<file path="src/rtl/reg_file8x16.sv">
// reg_file8x16: eight-entry architectural register file with a pending-write
// scoreboard. R7 doubles as the program counter (load / increment / writeback).
// Read ports are combinational; all state changes happen on the rising clock
// edge. The reset input is asynchronous and active-low.
// Optional feature macro: REG_FILE_BYPASS_EN forwards same-cycle writeback
// data and ready status to the read ports. Without it, reads return stored
// values only.
module reg_file8x16 #(
    parameter int                 WIDTH    = 16,
    parameter logic [WIDTH-1:0]   PC_RESET = 16'h0000
) (
    input  logic             clk,
    input  logic             reset,
    input  logic [2:0]       ra_addr,
    output logic [WIDTH-1:0] ra_data,
    output logic             ra_ready,
    input  logic [2:0]       rb_addr,
    output logic [WIDTH-1:0] rb_data,
    output logic             rb_ready,
    input  logic [2:0]       wr_addr,
    input  logic [WIDTH-1:0] wr_data,
    input  logic             write,
    input  logic [2:0]       issue_addr,
    input  logic             issue,
    input  logic [WIDTH-1:0] pc_in,
    input  logic             pc_write,
    input  logic             pc_inc,
    output logic [WIDTH-1:0] pc_out,
    output logic [7:0]       busy
);

    logic [7:0][WIDTH-1:0] regs_r;
    logic [7:0][WIDTH-1:0] regs_nxt_s;
    logic [7:0]            busy_r;
    logic [7:0]            busy_nxt_s;
    logic [WIDTH-1:0]      pc_plus1_s;
    logic                  byp_a_s;
    logic                  byp_b_s;
    logic                  issue_hit_s;
    logic [WIDTH-1:0]      ra_data_s;
    logic                  ra_ready_s;
    logic [WIDTH-1:0]      rb_data_s;
    logic                  rb_ready_s;

    // Strobes are compared against an explicit 0 so an X/high strobe never
    // updates state.
    assign pc_plus1_s  = regs_r[7] + {{(WIDTH-1){1'b0}}, 1'b1};
    assign issue_hit_s = (issue == 1'b0) && (issue_addr == wr_addr);

`ifdef REG_FILE_BYPASS_EN
    // Forwarding into R7 is suppressed while a PC load owns that register.
    assign byp_a_s = (write == 1'b0) && (ra_addr == wr_addr) &&
                     ((wr_addr != 3'd7) || (pc_write == 1'b1));
    assign byp_b_s = (write == 1'b0) && (rb_addr == wr_addr) &&
                     ((wr_addr != 3'd7) || (pc_write == 1'b1));
`else
    assign byp_a_s = 1'b0;
    assign byp_b_s = 1'b0;
`endif

    // Next-state for the data registers; R7 applies load > writeback > increment.
    always_comb begin
        regs_nxt_s = regs_r;
        for (int i = 0; i < 7; i++) begin
            if ((write == 1'b0) && (wr_addr == 3'(i))) begin
                regs_nxt_s[i] = wr_data;
            end else begin
                regs_nxt_s[i] = regs_r[i];
            end
        end
        if (pc_write == 1'b0) begin
            regs_nxt_s[7] = pc_in;
        end else if ((write == 1'b0) && (wr_addr == 3'd7)) begin
            regs_nxt_s[7] = wr_data;
        end else if (pc_inc == 1'b0) begin
            regs_nxt_s[7] = pc_plus1_s;
        end else begin
            regs_nxt_s[7] = regs_r[7];
        end
    end

    // Next-state for the scoreboard; a new issue beats a retiring write to the same index.
    always_comb begin
        busy_nxt_s = busy_r;
        for (int i = 0; i < 8; i++) begin
            if ((issue == 1'b0) && (issue_addr == 3'(i))) begin
                busy_nxt_s[i] = 1'b1;
            end else if ((write == 1'b0) && (wr_addr == 3'(i))) begin
                busy_nxt_s[i] = 1'b0;
            end else begin
                busy_nxt_s[i] = busy_r[i];
            end
        end
    end

    // State registers with asynchronous clear; R7 reloads the PC reset vector.
    always_ff @(posedge clk or negedge reset) begin
        if (!reset) begin
            for (int i = 0; i < 7; i++) begin
                regs_r[i] <= {WIDTH{1'b0}};
            end
            regs_r[7] <= PC_RESET;
            busy_r    <= 8'h00;
        end else begin
            regs_r <= regs_nxt_s;
            busy_r <= busy_nxt_s;
        end
    end

    // Read port A: stored value, or forwarded writeback when bypass hits.
    always_comb begin
        if (byp_a_s) begin
            ra_data_s  = wr_data;
            ra_ready_s = ~issue_hit_s;
        end else begin
            ra_data_s  = regs_r[ra_addr];
            ra_ready_s = ~busy_r[ra_addr];
        end
    end

    // Read port B: stored value, or forwarded writeback when bypass hits.
    always_comb begin
        if (byp_b_s) begin
            rb_data_s  = wr_data;
            rb_ready_s = ~issue_hit_s;
        end else begin
            rb_data_s  = regs_r[rb_addr];
            rb_ready_s = ~busy_r[rb_addr];
        end
    end

    assign ra_data  = ra_data_s;
    assign ra_ready = ra_ready_s;
    assign rb_data  = rb_data_s;
    assign rb_ready = rb_ready_s;
    assign pc_out   = regs_r[7];
    assign busy     = busy_r;

endmodule

</file>
<file path="config.mk">
export PLATFORM = sky130hd
export DESIGN_NAME = reg_file8x16
export DESIGN_NICKNAME = d
export VERILOG_FILES = /design/src/rtl/reg_file8x16.sv
export SDC_FILE = /design/constraint.sdc
export NUM_CORES = 1
export LEC_CHECK = 0
export ABC_AREA = 1
export CORE_ASPECT_RATIO = 1.5
export CORE_MARGIN = 8
export CORE_UTILIZATION = 40
export DETAILED_ROUTE_END_ITERATION = 8
export PLACE_DENSITY = 0.67
export SKIP_LAST_GASP = 1
export SYNTH_ARGS = -nofsm -noshare
export SYNTH_HDL_FRONTEND = slang
export SYNTH_SLANG_ARGS = --single-unit
export TNS_END_PERCENT = 5
</file>
<file path="constraint.sdc">
create_clock -name clk -period 1.75 [get_ports clk]
set_input_delay 0.4375 -clock clk [delete_from_list [all_inputs] [get_ports clk]]
set_output_delay 0.4375 -clock clk [all_outputs]
set_load 0.1 [all_outputs]
</file>
* Yosys cells after proc, flatten, opt, wreduce, memory -nomap -nowiden *
Cells that the tools add are included.

word-level totals
  register bits = 136
  input port bits = 50
  output and inout bits = 58

operators by class
  add/sub/neg operators = 1
  magnitude comparators = 2
  eq/ne operators = 15
  multiplexer cells = 27
  bitwise gates (word level) = 4
  reductions and logical operators = 26

operators with widths
  cell                                                                   count
  16-bit binary-select mux with 3-bit select                             2
  16-bit 2-to-1 mux                                                      5
  3-bit == test (second input constant)                                  8
  1-bit 2-to-1 mux                                                       18
  16-bit by 1-bit adder with 16-bit output (second input constant)       1
  1-bit logical AND                                                      16
  2-bit nonzero test                                                     8
  3-bit by 2-bit == test with 1-bit output (second input constant)       4
  3-bit by 4-bit < comparator with 1-bit output (second input constant)  2
  1-bit binary-select mux with 3-bit select                              2
  3-bit by 1-bit == test with 1-bit output (second input constant)       2
  3-bit logical NOT                                                      2
  1-bit NOT                                                              4
  3-bit by 2-bit != test with 1-bit output (second input constant)       1

* Longest topological paths before layout *
  depth in word-level cells = 4
  gate-level depth with buffers = 9
  depth with buffers taken out = 9

* Worst setup path before layout *
Ideal clock, no wire load.

  path kind = reg-to-output
  start = register busy_r[1] (netlist: busy[1])
  end = output port ra_ready
  arrival = 2.767 ns
  path slack = -1.455 ns
  stages on the path, launching flop included = 4
  buffers on the path = 0
  cells stage by stage = dfrtp_1 -> a21oi_1 -> o21ai_0 -> a31oi_1

between the ends
  cells in the longest elaborated chain, start to end = 3

ends and longest elaborated chain
  element                                    line  source
  start: declaration                         34    logic [7:0] busy_r;
  start signal: assignment                   106   busy_r <= busy_nxt_s;
  1-bit binary-select mux with 3-bit select  117   ra_ready_s = ~busy_r[ra_addr];
  1-bit 2-to-1 mux (implied by the code)     117
  1-bit NOT                                  117
  end: declaration                           16    output logic ra_ready,

No other way between the ends. The select of a mux whose other input is x is not followed.

* Worst setup path after layout *
  start = input port rb_addr[0]
  end = output port rb_data[6]

between the ends
  cells in the longest elaborated chain, start to end = 2

ends and longest elaborated chain
  element                                     line  source
  start: declaration                          17    input logic [2:0] rb_addr,
  16-bit binary-select mux with 3-bit select  127   rb_data_s = regs_r[rb_addr];
  16-bit 2-to-1 mux (implied by the code)     127
  end: declaration                            18    output logic [WIDTH-1:0] rb_data,

No other way between the ends. The select of a mux whose other input is x is not followed.

==> impl_metrics.py <==
metrics = {
    "status": {
        "status": "finished with violations",
        "violations": "setup timing",
    },
    "clock_tree": {
        "cts-root-buf": "clkbuf_16",
        "path_clk_slew_ps": 60,
        "cts_tree": "done",
        "clock-sinks": 136,
        "cts_max_path_buffers": 2,
        "h-tree-depth": 4,
        "clkLatencyLatePin_ps": 440,
        "cts_buffers": 17,
    },
    "place": {
        "post-place-ws_ps": -506,
        "gp_congestion": 0.908,
        "hpwlAfterDp_um": 20700,
        "numPortBuffers": 107,
    },
    "logic_synthesis": {
        "syn_inst": 1129,
        "synth-edff-count": 0,
        "yosys_warnings": 0,
        "synth_area_um2": 8110,
        "yosys_most_used_dff": "dfrtp_1",
        "yosysSeqAreaShare": 0.419,
        "synth.distinct_cells": 34,
        "ys_ff_latch": 136,
        "async_reset_ff_frac": 1.00,
        "synth_nets": 1180,
        "syn_avg_cell_area_um2": 7.19,
    },
    "global_routing": {
        "grt_overflow": 0,
        "grt_pass1_wl_um": 45900,
        "antenna_found_initial": 0,
        "grt_max_degree": 47,
        "grtUsageTotal": 0.231,
        "grt_pass1_vias": 8453,
    },
    "critical_path": {
        "cp-end-kind": "output port",
        "crit_path_max_fanout": 6,
        "crit_type": "in -> out",
        "r2r-start": "pc_out[4]",
        "r2r-end": "pc_out[15]",
        "cp.required_ps": 1310,
        "slowest_delay_ps": 250,
        "cp_num_buf_inv": 5,
        "r2r_cells": 9,
        "reg2reg_setup_slack_ps": 80,
        "crit_top_cell": "buf_12",
        "start_kind": "primary input",
        "worst_ep_arrival_time_ps": 1680,
        "slowest_stage": "a31oi_4",
        "cpLargestDelayFamily": "buffers and inverters",
        "crit_chain": "buf_8, buf_16, buf_12, buf_6, a21oi_2, o21ai_2, a31oi_4, buf_12",
    },
    "cells_and_area": {
        "area_growth_pct": 52.0,
        "final_nets": 1330,
        "nFillCells": 1748,
        "final_layout_size_suffix_gt1_frac": 0.257,
        "layout_commonest_cell": "nand2_1",
        "antennaDiodeCount": 0,
        "layout_common_cells": "nand2_1, o21ai_1, o21ai_0",
    },
    "timing": {
        "clock_skew_ps": 6.47,
        "setup_violations": 36,
        "rsz0062_at_grt": "true",
        "drv_slew": 0,
        "fmax_mhz": 471,
        "slew_headroom": 0.603,
        "fin_crit_ps": 2120,
        "max_slew.worst_pin.slew_ps": 595,
        "timing.hold.ws_ps": 467,
        "tns_ps": -10040,
        "post-route-period-util": 1.21,
        "setup_slack_ps": -371,
        "timing.final.hold_violations": 0,
    },
    "floorplan": {
        "io_pins": 108,
        "rows": 64,
        "die_area_um2": 25200,
        "die_h_um": 190,
        "die_w_um": 132,
        "core-area_um2": 20200,
        "start_util": 0.402,
    },
    "routing": {
        "vias": 8771,
        "drtIter0Drc": 838,
        "drt-total-wl_um": 30300,
        "vias_per_cell": 5.64,
        "ant_nets": 0,
        "drc": 0,
        "firstDrtPassIters": 6,
        "wl_per_cell_um": 19.5,
    },
    "pwr": {
        "ir_worst_vdd_v": 0.000722,
        "p_leak_nw": 5.32,
        "finalPower_mw": 13.4,
        "p_per_area_nw_per_um2": 1090,
    },
    "run": {
        "drv_cap": 0,
    },
    "worst_hold_path": {
        "hold_path.class": "in -> async",
    },
}
-- worst max-delay path by stage --
stage / end / slack (ps) / startpoint / cells after the start
2_1_floorplan: ra_data[7] / -270 / ra_addr[0] / 7
3_5_place_dp: rb_data[0] / -510 / rb_addr[2] / 6
5_1_grt: ra_ready / -390 / busy[5] / 6
4_1_cts: rb_ready / -320 / busy[7] / 6
3_3_place_gp: rb_ready / -510 / rb_addr[2] / 6
6_report: rb_data[6] / -370 / rb_addr[0] / 8
-- Yosys cell counts, types with 3 or more instances --
cell type | number | area (um^2)
a31oi_1 | 34 | 213
buf_4 | 19 | 143
nor2_4 | 3 | 33.8
xor2_1 | 3 | 26.3
buf_1 | 8 | 30.0
inv_2 | 10 | 37.5
o21ai_0 | 226 | 1130
nand2_1 | 228 | 856
nor2_1 | 67 | 251
nor2_2 | 5 | 31.3
nand3_1 | 22 | 110
o211ai_1 | 36 | 270
buf_2 | 36 | 180
o21ai_1 | 43 | 215
a22oi_1 | 3 | 22.5
clkbuf_1 | 24 | 90.1
inv_1 | 103 | 387
clkinv_1 | 4 | 15.0
dfrtp_1 | 136 | 3400
a21oi_1 | 102 | 510
-- cell families after synthesis --
logic type | Yosys count | synth area share
compound gates | 446 | 0.293
xor+xnor | 3 | 0.00324
fa+ha+maj | 1 | 0.00154
buf+inv | 210 | 0.115
flops | 136 | 0.419
simple gates | 333 | 0.168
-- final cells by class --
type,instances,area [um^2],area share
clock buffers,17,425,0.0345
inverters,119,500,0.0406
repair inverters,2,22.5,0.00183
clock inverters,15,176,0.0143
well taps,264,330,0.0268
flip-flops and latches,136,3420,0.277
multi-input cells,783,4480,0.363
repair buffers,220,2980,0.242
-- sequential cells by signal (all words and copies together) (netlist names) --
| register | flops |
|---|---|
| regs_r | 112 |
| pc_out | 16 |
| busy | 8 |
-- metal layers --
layer	track usage	vias to the layer above	wire (um)
li1	-	4084	-
met1	0.287	4174	12300
met2	0.383	440	14700
met3	0.0506	73	2410
met4	0.0960	0	924
met5	0	-	0
-- worst reg2reg max path: stages, from the launching register on --
cell,delay [ps]
dfrtp_1,440
buf_4,140
buf_4,130
nand2_1,110
nor2_1,140
nand2_1,160
o21ai_0,190
nand3_1,90
nand2_1,70
a21oi_1,70
-- power by group --
group	switching, mW	internal (mW)
clock	1.51	2.24
combinational	3.46	1.99
sequential	0.452	3.75
-- stage by stage --
stage,util,area [um^2],cells
3_3_place_gp,0.560,11300,1506
2_1_floorplan,-,8970,1129
5_1_grt,0.611,12300,1556
6_report,0.611,12300,1556
3_5_place_dp,0.560,11300,1506
4_1_cts,0.596,12000,1542
-- repair_timing --
item | 4_1_cts | 5_1_grt
setup buffers | 2 | 7
endpoints found under the setup margin | 34 | 43
gates cloned | 1 | 7
hold buffers | 1 | 0
resized for setup | 24 | 33
hold endpoints to repair | 28 | 0
pin swaps | 8 | 14
Note: power is estimated with default switching activity, not from simulation.
